## src/rtl/heli_game_pkg.sv

```systemverilog
// Shared screen constants, FSM encoding and LFSR helpers for the helicopter game.
package heli_game_pkg;

  localparam int H_ACTIVE  = 640;
  localparam int V_ACTIVE  = 480;
  localparam int GAP_BASE  = 40;
  localparam int IDLE_GAP_Y = 180;

  localparam logic [15:0] LFSR_SEED = 16'hACE1;

  typedef enum logic [1:0] {
    ST_IDLE  = 2'd0,
    ST_FLY   = 2'd1,
    ST_CRASH = 2'd2
  } state_t;

  // Fibonacci form of x^16+x^14+x^13+x^11+1
  function automatic logic [15:0] lfsr_next(input logic [15:0] s);
    return {s[14:0], s[15] ^ s[13] ^ s[12] ^ s[10]};
  endfunction

endpackage

```

## src/rtl/frame_tick_gen.sv

```systemverilog
// Vsync/button synchronizers; emits a one-cycle tick on the synced vsync falling edge.
module frame_tick_gen (
  input  logic ClkPort,
  input  logic reset,
  input  logic vga_v_sync,
  input  logic btn_up,
  output logic tick,
  output logic btn_s
);

  // [1:0] are the synchronizer, [2] is the edge-detect history
  logic [2:0] vs_pipe;
  logic [1:0] btn_pipe;

  always_ff @(posedge ClkPort or posedge reset) begin
    if (reset) begin
      vs_pipe  <= 3'b111;
      btn_pipe <= 2'b00;
      tick     <= 1'b0;
    end else begin
      vs_pipe  <= {vs_pipe[1:0], vga_v_sync};
      btn_pipe <= {btn_pipe[0], btn_up};
      tick     <= vs_pipe[2] & ~vs_pipe[1];
    end
  end

  assign btn_s = btn_pipe[1];

endmodule

```

## src/rtl/heli_motion_ctrl.sv

```systemverilog
// Per-frame helicopter game state: flight physics, scrolling wall, collisions and score.
module heli_motion_ctrl
  import heli_game_pkg::*;
#(
  parameter int HELI_X     = 100,
  parameter int HELI_W     = 24,
  parameter int HELI_H     = 16,
  parameter int START_Y    = 232,
  parameter int WALL_W     = 20,
  parameter int GAP_H      = 120,
  parameter int GRAVITY    = 1,
  parameter int THRUST     = 2,
  parameter int VMAX       = 8,
  parameter int WALL_SPEED = 2
) (
  input  logic        ClkPort,
  input  logic        reset,
  input  logic        btn_up,
  input  logic        vga_v_sync,
  output logic [9:0]  heli_y,
  output logic [9:0]  wall_x,
  output logic [9:0]  gap_y,
  output logic        crashed,
  output logic        playing,
  output logic [15:0] score
);

  localparam int Y_MAX = V_ACTIVE - HELI_H;
  localparam logic signed [6:0] VMAX7 = 7'(VMAX);

  logic tick, btn_s;

  frame_tick_gen u_tick (
    .ClkPort    (ClkPort),
    .reset      (reset),
    .vga_v_sync (vga_v_sync),
    .btn_up     (btn_up),
    .tick       (tick),
    .btn_s      (btn_s)
  );

  state_t             state;
  logic signed [5:0]  vel;
  logic [15:0]        lfsr;
  logic               btn_prev;
  logic               new_press;

  logic signed [6:0]  v_sum;
  logic signed [5:0]  v_nxt;
  logic signed [10:0] y_sum;
  logic [9:0]         y_nxt, wall_nxt, gap_nxt;
  logic               wrap, hit_edge, x_ovl, out_gap, hit_wall;
  logic [15:0]        score_inc;

  assign new_press = btn_s & ~btn_prev;
  assign crashed   = (state == ST_CRASH);
  assign playing   = (state == ST_FLY);
  assign score_inc = (score == 16'hFFFF) ? score : score + 16'd1;

  always_comb begin
    v_sum = 7'(vel) + 7'(GRAVITY) - (btn_s ? 7'(THRUST) : 7'sd0);
    if (v_sum > VMAX7)       v_nxt = 6'(VMAX);
    else if (v_sum < -VMAX7) v_nxt = 6'(-VMAX);
    else                     v_nxt = v_sum[5:0];

    y_sum    = $signed({1'b0, heli_y}) + 11'(v_nxt);
    y_nxt    = y_sum[9:0];
    hit_edge = 1'b0;
    if (y_sum[10]) begin
      y_nxt    = 10'd0;
      hit_edge = 1'b1;
    end else if (y_sum > 11'(Y_MAX)) begin
      y_nxt    = 10'(Y_MAX);
      hit_edge = 1'b1;
    end

    // A wall leaving the left edge respawns on the right with a fresh gap
    wrap = wall_x < 10'(WALL_SPEED);
    if (wrap) begin
      wall_nxt = 10'(H_ACTIVE);
      gap_nxt  = 10'(GAP_BASE) + {2'b00, lfsr[7:0]};
    end else begin
      wall_nxt = wall_x - 10'(WALL_SPEED);
      gap_nxt  = gap_y;
    end

    x_ovl   = ({1'b0, wall_nxt} <= 11'(HELI_X + HELI_W - 1)) &&
              ({1'b0, wall_nxt} + 11'(WALL_W - 1) >= 11'(HELI_X));
    out_gap = ({1'b0, y_nxt} < {1'b0, gap_nxt}) ||
              ({1'b0, y_nxt} + 11'(HELI_H) > {1'b0, gap_nxt} + 11'(GAP_H));
    hit_wall = x_ovl & out_gap;
  end

  always_ff @(posedge ClkPort or posedge reset) begin
    if (reset) begin
      state    <= ST_IDLE;
      vel      <= '0;
      heli_y   <= 10'(START_Y);
      wall_x   <= 10'(H_ACTIVE);
      gap_y    <= 10'(IDLE_GAP_Y);
      score    <= '0;
      lfsr     <= LFSR_SEED;
      btn_prev <= 1'b0;
    end else begin
      lfsr <= lfsr_next(lfsr);
      if (tick) begin
        btn_prev <= btn_s;
        case (state)
          ST_IDLE: begin
            if (new_press) begin
              state <= ST_FLY;
              score <= '0;
            end
          end
          ST_FLY: begin
            vel    <= v_nxt;
            heli_y <= y_nxt;
            wall_x <= wall_nxt;
            gap_y  <= gap_nxt;
            if (wrap) score <= score_inc;
            if (hit_edge || hit_wall) state <= ST_CRASH;
          end
          ST_CRASH: begin
            // Re-arm the playfield on the way back to IDLE; score stays on screen
            if (new_press) begin
              state  <= ST_IDLE;
              vel    <= '0;
              heli_y <= 10'(START_Y);
              wall_x <= 10'(H_ACTIVE);
              gap_y  <= 10'(IDLE_GAP_Y);
            end
          end
          default: state <= ST_IDLE;
        endcase
      end
    end
  end

endmodule

```

## config.mk

```make
export PLATFORM = sky130hd
export DESIGN_NAME = heli_motion_ctrl
export DESIGN_NICKNAME = d
export VERILOG_FILES = /design/src/rtl/heli_game_pkg.sv /design/src/rtl/frame_tick_gen.sv /design/src/rtl/heli_motion_ctrl.sv
export SDC_FILE = /design/constraint.sdc
export NUM_CORES = 1
export LEC_CHECK = 0
export CAP_MARGIN = 10
export CORE_ASPECT_RATIO = 0.75
export CORE_MARGIN = 8
export CORE_UTILIZATION = 46
export CTS_CLUSTER_SIZE = 16
export DETAILED_ROUTE_END_ITERATION = 12
export PLACE_DENSITY = 0.67
export REMOVE_ABC_BUFFERS = 1
export SYNTH_ARGS = -nofsm -noshare
export SYNTH_HDL_FRONTEND = slang
export SYNTH_HIERARCHICAL = 1
export SYNTH_SLANG_ARGS = --single-unit
```

## constraint.sdc

```tcl
create_clock -name ClkPort -period 11.65 [get_ports ClkPort]
set_input_delay 1.7475 -clock ClkPort [delete_from_list [all_inputs] [get_ports ClkPort]]
set_output_delay 1.7475 -clock ClkPort [all_outputs]
set_load 0.01 [all_outputs]
```

==> run summary, run 1 <==
Share of layout cells above drive strength 1 - 0.108
CTS max path bufs - 2
Slew headroom - 0.306
Setup CP Type - flop to flop
Worst Skew - 0.00906 ns
Initial core utilization - 0.471
Vias in the first global route - 3828
Commonest non-fill, non-tap cell in the layout - dfrtp_1
First-pass GRT wire length - 19.5 mm
FILL cells - 961
Seq/Total Area, Yosys - 0.405
Status - completed
Horiz. Die Dim - 134 µm
Ys flop type - dfrtp_1
Clock Sink Count - 77
Die Height - 105 µm
Maxcap violations - 0
Peak Freq - 144 MHz
GRT overflow - 0
Mapped cell area - 4830 µm²
N_diodes - 0
CP peak stage delay - 0.51 ns
Fin cells - 691
Postcts setup bufs - 0
Yosys warnings - 6
Routed wire per std cell - 16.9 µm
Final period util - 0.595
Routed Antenna Nets - 0
1st-pass router iterations - 5
Register area - 1950 µm²
Largest net degree at the start of global routing - 72
Via count - 3849
PortBufs - 51
Worst min-delay path category - flop to flop
Fin Setup TNS - 0 ns
Syn_area_per_cell - 9.61 µm²
Placed insts - 675
Worst skew pair latency - 0.34 ns
Yosys cell types - 67
Final setup fails - 0
Top cells by area, synth - dfrtp_1 (29%), dfstp_2 (11%), ha_1 (9.6%)
Synth Instances - 502
CP Max Fanout - 12
Final wirelength - 11.7 mm
1st-iter DRT viols - 271
Root Driver - clkbuf_16
CTS Buf Count - 9
CTS tree - yes
Kind of cell adding the most delay to the critical path - compound AO/OA/AOI/OAI gates
RSZ-0062 raised after global routing - false
Number of synthesized flops with an enable pin - 0
Area of the multi-input gates - 2680 µm²
HPWL after detailed placement - 8.37 mm
Area leader, netlist - dfrtp_1
Synth async-reset ratio - 1.00
Final hold viol count - 0
I/O Pins - 52
# H-tree levels - 3
Worst-Margin Slew - 1.04 ns
Layout area overhead - 18.5%
Max-slew violation count - 0
Final Net Count - 593
Worst endpoint data arrival time - 7.16 ns
# rows - 32
Final Critical Period - 6.93 ns
Worst setup EP type - flop
GRT Util Overall - 0.171
Drt drc - 0
Most frequent cells in the layout - dfrtp_1 (56), clkdlybuf4s50_1 (51), nor2_1 (46)
# hold bufs at CTS - 0
Routability cong. - 0.887
Clock slew seen by the registers of the worst setup and hold paths - 0.07 ns
Core area - 10200 µm²
Critical Path Start Type - flop
Cts repair resizes - 0
Crit-path slowest cell - a21oi_2
Initial antenna violation count - 0
WP buf/inv - 2
Vias per cell - 5.57
CP required - 11.88 ns
Yosys reg bits - 77
Synth top area share - 0.290
DIE AREA - 14100 µm²
layer usage:
| layer | GRT usage | wire length (µm) | part of all wire | vias to the layer above |
|---|---|---|---|---|
| li1 | - | - | - | 1889 |
| met1 | 0.228 | 5480 | 0.47 | 1872 |
| met2 | 0.264 | 5480 | 0.47 | 82 |
| met3 | 0.0459 | 627 | 0.054 | 6 |
| met4 | 0.0544 | 100 | 0.0086 | 0 |
| met5 | 0 | 0 | 0 | - |
kinds of logic after synthesis:
group | synth area share
XOR/XNOR | 0.0760
AO/OA/AOI/OAI | 0.168
flip-flops | 0.405
other | 0.000777
AND/OR/NAND/NOR | 0.190
adder cells (fa/ha/maj) | 0.104
multiplexers | 0.0137
buffers and inverters | 0.0425
cell usage after synthesis, types with 13 or more instances:
cell,n
nand2_1,39
dfrtp_1,56
ha_1,37
o21ai_0,31
dfstp_2,21
xnor2_1,14
a21oi_1,35
inv_1,23
nand4_1,13
xor2_1,26
nor2_1,46
area by class of cell:
| class | instances | area share |
|---|---|---|
| flip-flops and latches | 77 | 0.341 |
| multi-input cells | 385 | 0.468 |
| clock buffers | 9 | 0.0394 |
| well taps | 136 | 0.0297 |
| clock inverters | 7 | 0.0129 |
| repair buffers | 54 | 0.0932 |
| inverters | 23 | 0.0151 |
registers in the layout (all words and copies together), names as in the netlist:
register,cells
wall_x,10
gap_y,10
btn_prev,1
score,16
vel,6
heli_y,10
lfsr,16
u_tick/tick,1
u_tick/btn_pipe,2
u_tick/vs_pipe,3
state,2
stage by stage:
| stage | cell area (µm²) | util | hold slack, ns | worst slack (ns) |
|---|---|---|---|---|
| after CTS | 5720 | 0.558 | 0.362 | 4.75 |
| after global placement | 5420 | 0.529 | 0.335 | 5.09 |
| after detailed placement | 5420 | 0.529 | 0.338 | 4.82 |
| final | 5720 | 0.558 | 0.358 | 4.72 |
| after global routing | 5720 | 0.558 | 0.361 | 4.17 |
| after floorplan | 4710 | - | 0.331 | 5.57 |
path summary, 6_finish.rpt:
check                                   start           to  slack (ns)  cells past startpoint
max                        u_tick/btn_pipe[1]     state[1]        4.72                     30
min                                  lfsr[14]     lfsr[15]        0.36                      0
max reg2reg                u_tick/btn_pipe[1]     state[1]        4.72                     30
min reg2reg                          lfsr[14]     lfsr[15]        0.36                      0
max in group asynchronous               reset       vel[1]        9.06                      3
min in group asynchronous               reset  u_tick/tick        1.69                      2
Power of run 1 is not shown: default switching activity piles up to over one toggle a cycle in this logic, so the estimate is an artifact.
==> run 2, diff against run 1 <==
==> constraint.sdc (replaced) <==
create_clock -name ClkPort -period 7.2 [get_ports ClkPort]
set_input_delay 1.08 -clock ClkPort [delete_from_list [all_inputs] [get_ports ClkPort]]
set_output_delay 1.08 -clock ClkPort [all_outputs]
set_load 0.01 [all_outputs]
==> run 2 against run 1 <==
- hold slack worse by 0.0013 ns
- fmax is 3.1% higher
- first-iteration DRC count is 3.3% lower
==> run summary, run 2 (same netlist as run 1, synthesis figures left out) <==
CP Max Fanout - 12 (unchanged)
Fin Setup TNS - 0 ns (unchanged)
CTS Buf Count - 9 (unchanged)
WP buf/inv - 2 (unchanged)
R2R depth - 28 (was 30)
Worst Skew - 0.00835 ns (was 0.00906 ns)
FILL cells - 932 (was 961)
Horiz. Die Dim - 134 µm (unchanged)
Setup CP Type - flop to flop (unchanged)
Status - completed (unchanged)
I/O Pins - 52 (unchanged)
Crit-path slowest cell - o311a_2 (was a21oi_2)
Worst-Margin Slew - 1.10 ns (was 1.04 ns)
Placed Area - 5430 µm² (was 5420 µm²)
Root Driver - clkbuf_16 (unchanged)
Max-slew violation count - 0 (unchanged)
# rows - 32 (unchanged)
1st-iter DRT viols - 262 (was 271)
Core area - 10200 µm² (unchanged)
Critical Path Start - u_tick/btn_pipe[1] (unchanged)
Setup slack, reg-to-reg - 0.48 ns (was 4.72 ns)
Routability cong. - 0.906 (was 0.887)
Crit Reg-Reg Endpoint - state[1] (unchanged)
CTS max path bufs - 2 (unchanged)
Final setup fails - 0 (unchanged)
CTS tree - yes (unchanged)
Clock Sink Count - 77 (unchanged)
Peak Freq - 149 MHz (was 144 MHz)
Share of layout cells above drive strength 1 - 0.110 (was 0.108)
# H-tree levels - 3 (unchanged)
First-pass GRT wire length - 19.7 mm (was 19.5 mm)
Worst r2r src - u_tick/btn_pipe[1] (unchanged)
DP Worst Slack - 0.573 ns (was 4.82 ns)
GRT Util Overall - 0.172 (was 0.171)
Maxcap violations - 0 (unchanged)
Final Critical Period - 6.72 ns (was 6.93 ns)
Largest net degree at the start of global routing - 72 (unchanged)
Register area - 1950 µm² (unchanged)
DIE AREA - 14100 µm² (unchanged)
Routed Antenna Nets - 0 (unchanged)
N_diodes - 0 (unchanged)
Total number of cells along the worst setup path - 28 (was 30)
Via count - 3917 (was 3849)
Area of the multi-input gates - 2690 µm² (was 2680 µm²)
Commonest non-fill, non-tap cell in the layout - dfrtp_1 (unchanged)
Crit path to - state[1] (unchanged)
Initial core utilization - 0.471 (unchanged)
Worst min-delay path category - flop to flop (unchanged)
Layout area overhead - 18.8% (was 18.5%)
Final wirelength - 11.8 mm (was 11.7 mm)
PortBufs - 51 (unchanged)
Drt drc - 0 (unchanged)
HPWL after detailed placement - 8.33 mm (was 8.37 mm)
Final setup margin - 0.476 ns (was 4.72 ns)
Kind of cell adding the most delay to the critical path - compound AO/OA/AOI/OAI gates (unchanged)
Final hold viol count - 0 (unchanged)
RSZ-0062 raised after global routing - false (unchanged)
Initial antenna violation count - 0 (unchanged)
1st-pass router iterations - 4 (was 5)
Vias in the first global route - 3829 (was 3828)
Critical Path Start Type - flop (unchanged)
Vias per cell - 5.66 (was 5.57)
Top flop regs - lfsr: 16 flops, score: 16 flops (unchanged)
CP peak stage delay - 0.45 ns (was 0.51 ns)
Worst setup EP type - flop (unchanged)
Worst skew pair latency - 0.35 ns (was 0.34 ns)
Final Net Count - 594 (was 593)
GRT overflow - 0 (unchanged)
Final period util - 0.934 (was 0.595)
Post-layout instance area - 5730 µm² (was 5720 µm²)
Routed wire per std cell - 17.0 µm (was 16.9 µm)
Die Height - 105 µm (unchanged)
Most frequent cells in the layout - dfrtp_1 (56), clkdlybuf4s50_1 (51), nor2_1 (46) (unchanged)
Worst endpoint data arrival time - 6.97 ns (was 7.16 ns)
CP required - 7.44 ns (was 11.88 ns)
Slew headroom - 0.266 (was 0.306)
Clock slew seen by the registers of the worst setup and hold paths - 0.06 ns (was 0.07 ns)
==> run 2: through the flow <==
stage                     std cells   util  hold WS, ns
after floorplan                 485      -        0.331
after global placement          676  0.530        0.335
after detailed placement        676  0.530        0.343
after CTS                       692  0.558        0.356
after global routing            692  0.559        0.357
final                           692  0.559        0.356
==> run 2: what timing repair did <==
item,CTS,global route
resized for setup,0,2
setup endpoints to repair,0,1
hold buffers,0,0
setup buffers,0,0
==> run 2: worst min path at each step <==
stage	endpoint	slack [ns]	from	depth (start not counted)
global placement	lfsr[15]	0.33	lfsr[14]	0
finish	u_tick/vs_pipe[1]	0.36	u_tick/vs_pipe[0]	0
floorplan	lfsr[9]	0.33	lfsr[8]	0
global route	u_tick/vs_pipe[1]	0.36	u_tick/vs_pipe[0]	0
detailed placement	lfsr[10]	0.34	lfsr[9]	0
CTS	u_tick/vs_pipe[1]	0.36	u_tick/vs_pipe[0]	0
==> run 2: layout make-up <==
cell class | instances | share of cell area
Multi-Input combinational cell | 385 | 0.469
Sequential cell | 77 | 0.341
Timing Repair Buffer | 55 | 0.0943
Clock buffer | 11 | 0.0406
Tap cell | 136 | 0.0297
Inverter | 23 | 0.0151
Clock inverter | 5 | 0.0107
==> run 2: per-layer routing <==
layer / GRT usage / part of all wire / vias up
met3: 0.0493 / 0.054 / 16
met5: 0 / 0 / -
met4: 0.0568 / 0.017 / 0
met2: 0.257 / 0.45 / 98
met1: 0.235 / 0.47 / 1913
li1: - / - / 1890
Power of run 2 is left out for the same reason.
==> run 3, diff against run 2 <==
--- a/config.mk
+++ b/config.mk
@@ -11,8 +11,9 @@
 export CORE_UTILIZATION = 46
 export CTS_CLUSTER_SIZE = 16
 export DETAILED_ROUTE_END_ITERATION = 12
-export PLACE_DENSITY = 0.67
+export PLACE_DENSITY_LB_ADDON = 0.2
 export REMOVE_ABC_BUFFERS = 1
+export SETUP_SLACK_MARGIN = 0.1
 export SYNTH_ARGS = -nofsm -noshare
 export SYNTH_HDL_FRONTEND = slang
 export SYNTH_HIERARCHICAL = 1
==> run 3 against run 2 <==
- wire length grew 1.4%
- utilization grew 0.33 points
- critical path depth grew 2
- flip-flop and latch count is the same
- setup slack gained 0.027 ns
- register-to-register slack gained 0.03 ns
- critical endpoint unchanged
- highest routed layer unchanged
==> run summary, run 3 (same netlist as run 1, synthesis figures left out) <==
Final setup fails - 0 (unchanged)
CP Max Fanout - 12 (unchanged)
Routability cong. - 0.887 (was 0.906)
# H-tree levels - 3 (unchanged)
CTS tree - yes (unchanged)
Worst setup EP type - flop (unchanged)
Layout area overhead - 19.5% (was 18.8%)
CP peak stage delay - 0.42 ns (was 0.45 ns)
Placed insts - 678 (was 676)
Maxcap violations - 0 (unchanged)
Worst r2r src - u_tick/btn_pipe[1] (unchanged)
CP required - 7.44 ns (about the same)
Peak Freq - 149 MHz (about the same)
Crit-path slowest cell - fa_1 (was o311a_2)
PortBufs - 51 (unchanged)
Critical Path Start Type - flop (unchanged)
Share of layout cells above drive strength 1 - 0.115 (was 0.110)
DIE AREA - 14100 µm² (unchanged)
R2R depth - 30 (was 28)
N_diodes - 0 (unchanged)
Setup slack, reg-to-reg - 0.50 ns (was 0.48 ns)
Commonest non-fill, non-tap cell in the layout - dfrtp_1 (unchanged)
Fin cells - 694 (was 692)
1st-iter DRT viols - 339 (was 262)
Worst-Margin Slew - 1.07 ns (was 1.10 ns)
# rows - 32 (unchanged)
Slew headroom - 0.281 (was 0.266)
Setup CP Type - flop to flop (unchanged)
Top flop regs - lfsr: 16 flops, score: 16 flops (unchanged)
GRT Util Overall - 0.175 (was 0.172)
HPWL after detailed placement - 8.56 mm (was 8.33 mm)
Worst min-delay path category - flop to flop (unchanged)
Final wirelength - 11.9 mm (was 11.8 mm)
Drt drc - 0 (unchanged)
# hold bufs at CTS - 0 (unchanged)
CTS max path bufs - 2 (unchanged)
Most frequent cells in the layout - dfrtp_1 (56), clkdlybuf4s50_1 (51), nor2_1 (46) (unchanged)
Via count - 3958 (was 3917)
I/O Pins - 52 (unchanged)
Horiz. Die Dim - 134 µm (unchanged)
Crit path to - state[1] (unchanged)
Final Critical Period - 6.70 ns (was 6.72 ns)
GRT overflow - 0 (unchanged)
Vias in the first global route - 3967 (was 3829)
Register area - 1950 µm² (unchanged)
Crit Reg-Reg Endpoint - state[1] (unchanged)
CTS Buf Count - 9 (unchanged)
Vias per cell - 5.70 (was 5.66)
Worst Skew - 0.0100 ns (was 0.00835 ns)
Clock slew seen by the registers of the worst setup and hold paths - 0.07 ns (was 0.06 ns)
Worst skew pair latency - 0.34 ns (was 0.35 ns)
RSZ-0062 raised after global routing - false (unchanged)
Die Height - 105 µm (unchanged)
Max-slew violation count - 0 (unchanged)
Area of the multi-input gates - 2700 µm² (was 2690 µm²)
Core area - 10200 µm² (unchanged)
Final period util - 0.930 (was 0.934)
Routed wire per std cell - 17.2 µm (was 17.0 µm)
FILL cells - 942 (was 932)
Initial antenna violation count - 0 (unchanged)
First-pass GRT wire length - 20.1 mm (was 19.7 mm)
Critical Path Start - u_tick/btn_pipe[1] (unchanged)
Clock Sink Count - 77 (unchanged)
Cts repair resizes - 0 (unchanged)
Postcts setup bufs - 0 (unchanged)
Status - completed (unchanged)
Fin Setup TNS - 0 ns (unchanged)
Final core utilization - 0.563 (was 0.559)
Routed Antenna Nets - 0 (unchanged)
Initial core utilization - 0.471 (unchanged)
Root Driver - clkbuf_16 (unchanged)
Final Net Count - 596 (was 594)
1st-pass router iterations - 5 (was 4)
Worst endpoint data arrival time - 6.93 ns (was 6.97 ns)
Final hold viol count - 0 (unchanged)
Largest net degree at the start of global routing - 41 (was 72)
==> run 3: worst min path at each step <==
stage                            startpoint           endpoint  cells after the start
final                               lfsr[8]            lfsr[9]                      0
after global routing      u_tick/vs_pipe[0]  u_tick/vs_pipe[1]                      0
after CTS                           lfsr[8]            lfsr[9]                      0
after detailed placement           lfsr[14]           lfsr[15]                      0
after global placement             lfsr[14]           lfsr[15]                      0
after floorplan                     lfsr[8]            lfsr[9]                      0
==> run 3: routing by layer <==
layer / wire length, µm / vias to the layer above / track usage / share of wire
met3: 817 / 11 / 0.0550 / 0.068
met4: 142 / 0 / 0.0504 / 0.012
met2: 5300 / 137 / 0.264 / 0.44
met1: 5680 / 1924 / 0.237 / 0.48
li1: - / 1886 / - / -
met5: 0 / - / 0 / 0
==> run 3: metrics by stage <==
| stage | setup WS, ns | hold WS, ns | instance area [µm²] |
|---|---|---|---|
| floorplan | 1.12 | 0.331 | 4710 |
| global placement | 0.851 | 0.337 | 5440 |
| detailed placement | 0.538 | 0.339 | 5440 |
| CTS | 0.501 | 0.357 | 5740 |
| global route | 0.0948 | 0.366 | 5770 |
| finish | 0.503 | 0.355 | 5770 |
==> run 3: worst max-delay path: cells and delay by family (launching register included) <==
family | cells | cell delay, ns
and+or+nand+nor | 5 | 0.88
xor gates and xnor gates | 2 | 0.40
adders and majority gates | 6 | 1.57
DFF | 1 | 0.39
buffers and inverters | 2 | 0.12
AOI/OAI and AO/OA | 15 | 3.21
==> run 3: final cells by class <==
cell class              instances  area share
clock inverters                 5      0.0102
multi-input cells             385       0.468
flip-flops and latches         77       0.339
clock buffers                  11      0.0421
well taps                     136      0.0295
repair buffers                 57      0.0964
inverters                      23      0.0150
Power of run 3 is left out for the same reason.
